[src/rtl/io_map_pkg.sv]
// Shared constants and address-map helper for the IO-mapped bus decoder.
package io_map_pkg;

    localparam int unsigned DEF_AW   = 8;
    localparam int unsigned DEF_DW   = 8;
    localparam int unsigned DEF_N_IO = 1;

    // First address of the IO window; the window occupies the top n_io addresses.
    function automatic int unsigned io_base(input int unsigned aw, input int unsigned n_io);
        return (32'd1 << aw) - n_io;
    endfunction

endpackage

[src/rtl/bit_sync2.sv]
// Two-flop synchroniser for a bus sampled from an asynchronous domain.
module bit_sync2 #(
    parameter int W = 1
) (
    input  logic         clk,
    input  logic         reset,
    input  logic [W-1:0] d,
    output logic [W-1:0] q
);

    logic [W-1:0] meta_p0;
    logic [W-1:0] sync_p1;

    always_ff @(posedge clk or posedge reset) begin
        if (reset) begin
            meta_p0 <= '0;
            sync_p1 <= '0;
        end else begin
            meta_p0 <= d;
            sync_p1 <= meta_p0;
        end
    end

    assign q = sync_p1;

endmodule

[src/rtl/io_map_decoder.sv]
// Splits a flat bus address space into RAM and N_IO IO channels at the top of the map,
// with a read mux that matches the synchronous RAM's one-cycle read latency.
module io_map_decoder
    import io_map_pkg::*;
#(
    parameter int AW       = DEF_AW,
    parameter int DW       = DEF_DW,
    parameter int N_IO     = DEF_N_IO,
    parameter int READBACK = 0
) (
    input  logic                 clk,
    input  logic                 reset,
    input  logic                 we,
    input  logic [AW-1:0]        MA,
    input  logic [DW-1:0]        MD_in,
    input  logic [DW-1:0]        ram_rdata,
    input  logic [N_IO*DW-1:0]   io_in,
    output logic                 we_ram,
    output logic [N_IO*DW-1:0]   io_out,
    output logic [N_IO-1:0]      io_strobe,
    output logic [DW-1:0]        rdata
);

    localparam int IW   = (N_IO > 1) ? $clog2(N_IO) : 1;
    localparam int NSEL = 1 << IW;
    localparam logic [AW-1:0] BASE = AW'(io_base(AW, N_IO));

    logic          in_io;
    logic [IW-1:0] idx;
    logic          sel_q;
    logic [IW-1:0] idx_q;
    logic [DW-1:0] out_q   [N_IO];
    logic [DW-1:0] sync_ch [N_IO];
    logic [DW-1:0] rd_src  [NSEL];

    assign in_io  = (MA >= BASE);
    assign idx    = IW'(MA - BASE);
    assign we_ram = we & ~in_io;

    // Address decode stage: register the read select alongside the channel writes
    always_ff @(posedge clk or posedge reset) begin
        if (reset) begin
            sel_q     <= 1'b0;
            idx_q     <= '0;
            io_strobe <= '0;
            for (int c = 0; c < N_IO; c++) out_q[c] <= '0;
        end else begin
            sel_q <= in_io;
            idx_q <= idx;
            for (int c = 0; c < N_IO; c++) begin
                io_strobe[c] <= we && in_io && (idx == IW'(c));
                if (we && in_io && (idx == IW'(c))) out_q[c] <= MD_in;
            end
        end
    end

    for (genvar g = 0; g < N_IO; g++) begin : g_chan
        bit_sync2 #(.W(DW)) u_sync (
            .clk   (clk),
            .reset (reset),
            .d     (io_in[g*DW +: DW]),
            .q     (sync_ch[g])
        );
        assign io_out[g*DW +: DW] = out_q[g];
    end

    // Pad the source table to a power of two so idx_q never selects past its end
    for (genvar g = 0; g < NSEL; g++) begin : g_src
        if (g < N_IO) begin : g_live
            assign rd_src[g] = (READBACK != 0) ? out_q[g] : sync_ch[g];
        end else begin : g_pad
            assign rd_src[g] = '0;
        end
    end

    assign rdata = sel_q ? rd_src[idx_q] : ram_rdata;

endmodule

[config.mk]
export PLATFORM = sky130hd
export DESIGN_NAME = io_map_decoder
export DESIGN_NICKNAME = d
export VERILOG_FILES = /design/src/rtl/io_map_pkg.sv /design/src/rtl/bit_sync2.sv /design/src/rtl/io_map_decoder.sv
export SDC_FILE = /design/constraint.sdc
export NUM_CORES = 1
export LEC_CHECK = 0
export ABC_AREA = 1
export BUFFER_PORTS_ARGS = -buffer_cell sky130_fd_sc_hd__buf_2
export CAP_MARGIN = 20
export CORE_MARGIN = 2
export CORE_UTILIZATION = 43
export CTS_BUF_LIST = sky130_fd_sc_hd__clkbuf_16
export DETAILED_ROUTE_END_ITERATION = 12
export GPL_ROUTABILITY_DRIVEN = 0
export GPL_TIMING_DRIVEN = 1
export PLACE_DENSITY = 0.88
export SLEW_MARGIN = 20
export SYNTH_ARGS = -nofsm -noshare
export SYNTH_HDL_FRONTEND = slang
export SYNTH_SLANG_ARGS = --single-unit
export TNS_END_PERCENT = 10
[constraint.sdc]
create_clock -name clk -period 1.25 [get_ports clk]
set_clock_uncertainty 0.2 [all_clocks]
set_input_delay 0.0625 -clock clk [delete_from_list [all_inputs] [get_ports clk]]
set_output_delay 0.0625 -clock clk [all_outputs]
set_load 0.005 [all_outputs]
# Word level (Yosys, flattened, before mapping)
# Index checks and enable logic that the tools add are counted.
totals:
  word_cells: 19
  output_inout_bits: 18
  regBits: 27
  in_bits: 35
classes:
  muxes: 4
  bitwise: 4
  addsub: 1
  magnitude_cmp: 2
  reduce_logical: 2
ops:
  columns: ["op", "count"]
  rows:
  - ["2-to-1 mux 8 bit", 4]
  - [">= comparator 8 bit, second input constant", 1]
  - [">= comparator 2 bit, second input constant", 1]
  - ["logical AND 1 bit", 2]
  - ["NOT 1 bit", 2]
  - ["NOT 1 -> 2 bit", 1]
  - ["AND 1 bit", 1]
  - ["subtractor 1 bit, second input constant", 1]

# Longest topological paths before layout
depth:
  word_depth: 5
  depth_mapped: 6
  ltp_nobuf: 5

# Hierarchy
# From an unflattened synthesis, not the netlist that was laid out.
hier_totals:
  cells_unflattened: 101
  area_unflattened_um2: 1062.3
by_module_without_submodules:
  columns: ["module", "seq_area_each_um2", "instances", "cells_each", "area_per_inst_um2"]
  rows:
  - ["io_map_decoder", 275.3, 1, 84, 658.1]
  - ["bit_sync2", 400.4, 1, 17, 404.1]

# Least setup slack after synthesis
# Ideal clock, no wire load.
synth_timing:
  path_kind: "reg2out"
  from: "register sel_q"
  to: "output port rdata[0]"
  t_required_ps: 988
  path_stages_with_launch: 3
  path_slack_ps: 214
  t_arrival_ps: 773
  path_buffers: 1
  cell_sequence: "dfrtp_1 -> buf_2 -> o21ai_0"
synth_via:
  elab_chain_len: 1
synth_rtl:
  columns: ["element", "line_no", "text"]
  rows:
  - ["start: declaration", "io_map_decoder.sv:30", "logic sel_q;"]
  - ["start signal: assignment", "io_map_decoder.sv:48", "sel_q <= in_io;"]
  - ["2-to-1 mux 8 bit", "io_map_decoder.sv:76", "assign rdata = sel_q ? rd_src[idx_q] : ram_rdata;"]
  - ["end: declaration", "io_map_decoder.sv:21", "output logic [DW-1:0] rdata"]
# No other way between the ends.

# Final worst setup path
# Ends and elaborated chain as after synthesis.

==> flow_summary.json <==
{
  "status": "finished with violations",
  "violations": "setup timing",
  "fmax_ghz": 0.742,
  "fp.dieH_microns": 52.7,
  "yosys.area_share.simple": 0.232,
  "worstRegToRegCells": 2,
  "crit_family": "flip-flops",
  "grt_pass1_vias": 1000,
  "synthMuxAreaShare": 0,
  "path_clk_slew_ps": 60,
  "yosys.area.top_type": "dfrtp_1",
  "cts_max_level": 1,
  "floorplan.initialDensity": 0.457,
  "path_max_fanout": 8,
  "maxCapViolations": 0,
  "reg2reg_to": "io_out[0]",
  "setup_tns_ps": -727,
  "synth.distinct_cells": 12,
  "rsz0062_at_grt": "yes",
  "finalSetupViolCount": 8,
  "drtAntennaViolNets": 0,
  "min_path_type": "primary input to flip-flop",
  "ys_seq_area_frac": 0.662,
  "layout_common_cells": "52 x buf_2, 26 x dfrtp_1, 21 x nand2_1",
  "grt_pass1_wl_microns": 4130,
  "rr_startpoint": "io_out[0]",
  "die-area_sq_um": 2780,
  "relSlewSlack": 0.781,
  "rows": 17,
  "post_route_cells_drive_above_1_share": 0.453,
  "track_usage": 0.202,
  "ys_top_cells_by_area": "dfrtp_1 66%, nand2_1 7.7%, inv_1 5.5%",
  "critPathLaunchType": "flip-flop",
  "syn_area_per_cell_sq_um": 10.9,
  "first_pass_iters": 4,
  "worstSkewPairLatency_ps": 250,
  "overflow": 0,
  "critical_path_class": "flip-flop to output port",
  "clockRootBuffer": "clkbuf_16",
  "fin_area_sq_um": 1680,
  "fin_util": 0.753,
  "hpwl_microns": 1480,
  "synthAdderAreaFrac": 0,
  "nFillCells": 166,
  "drt_iter0_markers": 4,
  "path_cells": "buf_12 -> nand3_2 -> o21ai_2 -> buf_2",
  "clkSinkCount": 27,
  "diodes": 0,
  "grt_max_degree": 28,
  "detail_route.vias_per_cell": 4.82,
  "setup_ws_ps": -97.7,
  "hold_end": "sel_q",
  "syn_inst": 94,
  "cpPeakStageDelay_ps": 440,
  "post-route-period-util": 1.08,
  "ir_drop_mv": 0.976,
  "cts_tree": "yes",
  "synth_top_family_by_area": "simple AND/OR/NAND/NOR gates",
  "finalHoldViolations": 0,
  "yosysWarnings": 0,
  "crit_required_ps": 990,
  "powerDensity_nw_per_um2": 1110,
  "synth_compound_area_frac": 0.0392,
  "drcViolationCount": 0,
  "die_w_microns": 52.7,
  "cts_buffers": 3,
  "routedWlPerCell_microns": 12.2,
  "final_nets": 206,
  "vias": 954,
  "areaGrowthSynthToFinish_pct": 64.7,
  "syn_area_sq_um": 1020,
  "worstMarginPinSlew_ps": 328,
  "holdPathStages": 5,
  "hold_slack_ps": 21.5,
  "worstSetupEndpointType": "output port",
  "final_common_cell": "buf_2",
  "fp.coreArea_sq_um": 2230,
  "syn_nets": 129,
  "antenna_found_initial": 0,
  "routed_wl_microns": 2430,
  "cts_buffer_depth": 2,
  "ys_ff_latch": 27,
  "power_leakage_nw": 0.919,
  "crit_slowest_cell": "dfrtp_2",
  "reg2reg_slack_ps": 430,
  "worstHoldStart": "MA[5]",
  "finalMaxSlewViolations": 0,
  "synth_xor_area_frac": 0,
  "portBuffers": 52,
  "placed_area_sq_um": 1310,
  "arrival_ps": 1090,
  "min_period_ps": 1350,
  "worst-path-buf-inv": 2,
  "cp.depth": 4,
  "ios": 53,
  "yosysTopAreaCellShare": 0.662
}
## registers in the layout (all words and copies together), names as in the netlist
register / count
sel_q: 1
io_strobe: 1
g_chan.u_sync.meta_p0: 8
g_chan.u_sync.q: 8
io_out: 8
idx_q: 1
## cell families (layout without fill, tap and decap cells)
| kind of cell | Yosys count | after routing |
|---|---|---|
| DFF | 27 | 27 |
| and+or+nand+nor | 42 | 42 |
| AOI/OAI and AO/OA | 8 | 8 |
| buffers and inverters | 17 | 93 |
## synth_stat cells, drive strengths merged
cell type  count
dfrtp         27
nand2         22
inv           15
nand3          9
nand4          8
o21ai          8
nor2           3
buf            2
## power breakdown
group	internal, W	leakage [nW]	total [W]	switching [W]
clock network	0.000434	0.0371	0.000712	0.000279
logic	0.000118	0.547	0.000215	0.0000975
registers	0.000914	0.335	0.000932	0.0000185
## stage by stage
stage	power [W]	cells	setup WS (ps)
floorplan	0.00101	94	214
global placement	0.00109	173	158
detailed placement	0.00110	173	26.3
CTS	0.00187	198	-87.6
global route	0.00195	198	-149
finish	0.00186	198	-97.7
## per-layer routing
layer  vias up  wire, microns  track usage
li1        452              -            -
met1       461            852        0.198
met2        39           1420        0.435
met3         2            149       0.0229
met4         0              6       0.0385
met5         -              0            0
## worst max-delay path by stage
stage                     start  slack (ps)  endpoint
after floorplan           sel_q         210  rdata[0]
after global placement    sel_q         160  rdata[3]
after detailed placement  sel_q          30  rdata[6]
after CTS                 sel_q         -90  rdata[3]
after global routing      sel_q        -150  rdata[0]
final                     sel_q        -100  rdata[0]
## cell type report
| class | instances | area, sq um | share of cell area |
|---|---|---|---|
| Multi-Input combinational cell | 50 | 339 | 0.202 |
| Inverter | 15 | 58.8 | 0.0350 |
| Clock buffer | 3 | 75.1 | 0.0446 |
| Timing Repair Buffer | 74 | 489 | 0.291 |
| Tap cell | 28 | 35.0 | 0.0208 |
| Clock inverter | 1 | 7.51 | 0.00446 |
| Sequential cell | 27 | 677 | 0.403 |
## what timing repair did
action / 4_1_cts / 5_1_grt
setup buffers: 2 / 0
endpoints found under the setup margin: 8 / 8
endpoints found under the hold margin: 44 / 0
cloned: 0 / 0
gates resized for setup: 25 / 2
hold buffers: 19 / 0
pin swaps: 6 / 2
## worst register-to-register path, stage by stage (launching register included)
cell     delay, ps
dfrtp_1        380
nand2_1         70
nand2_1         60
Note: power is estimated with default switching activity, not from simulation.
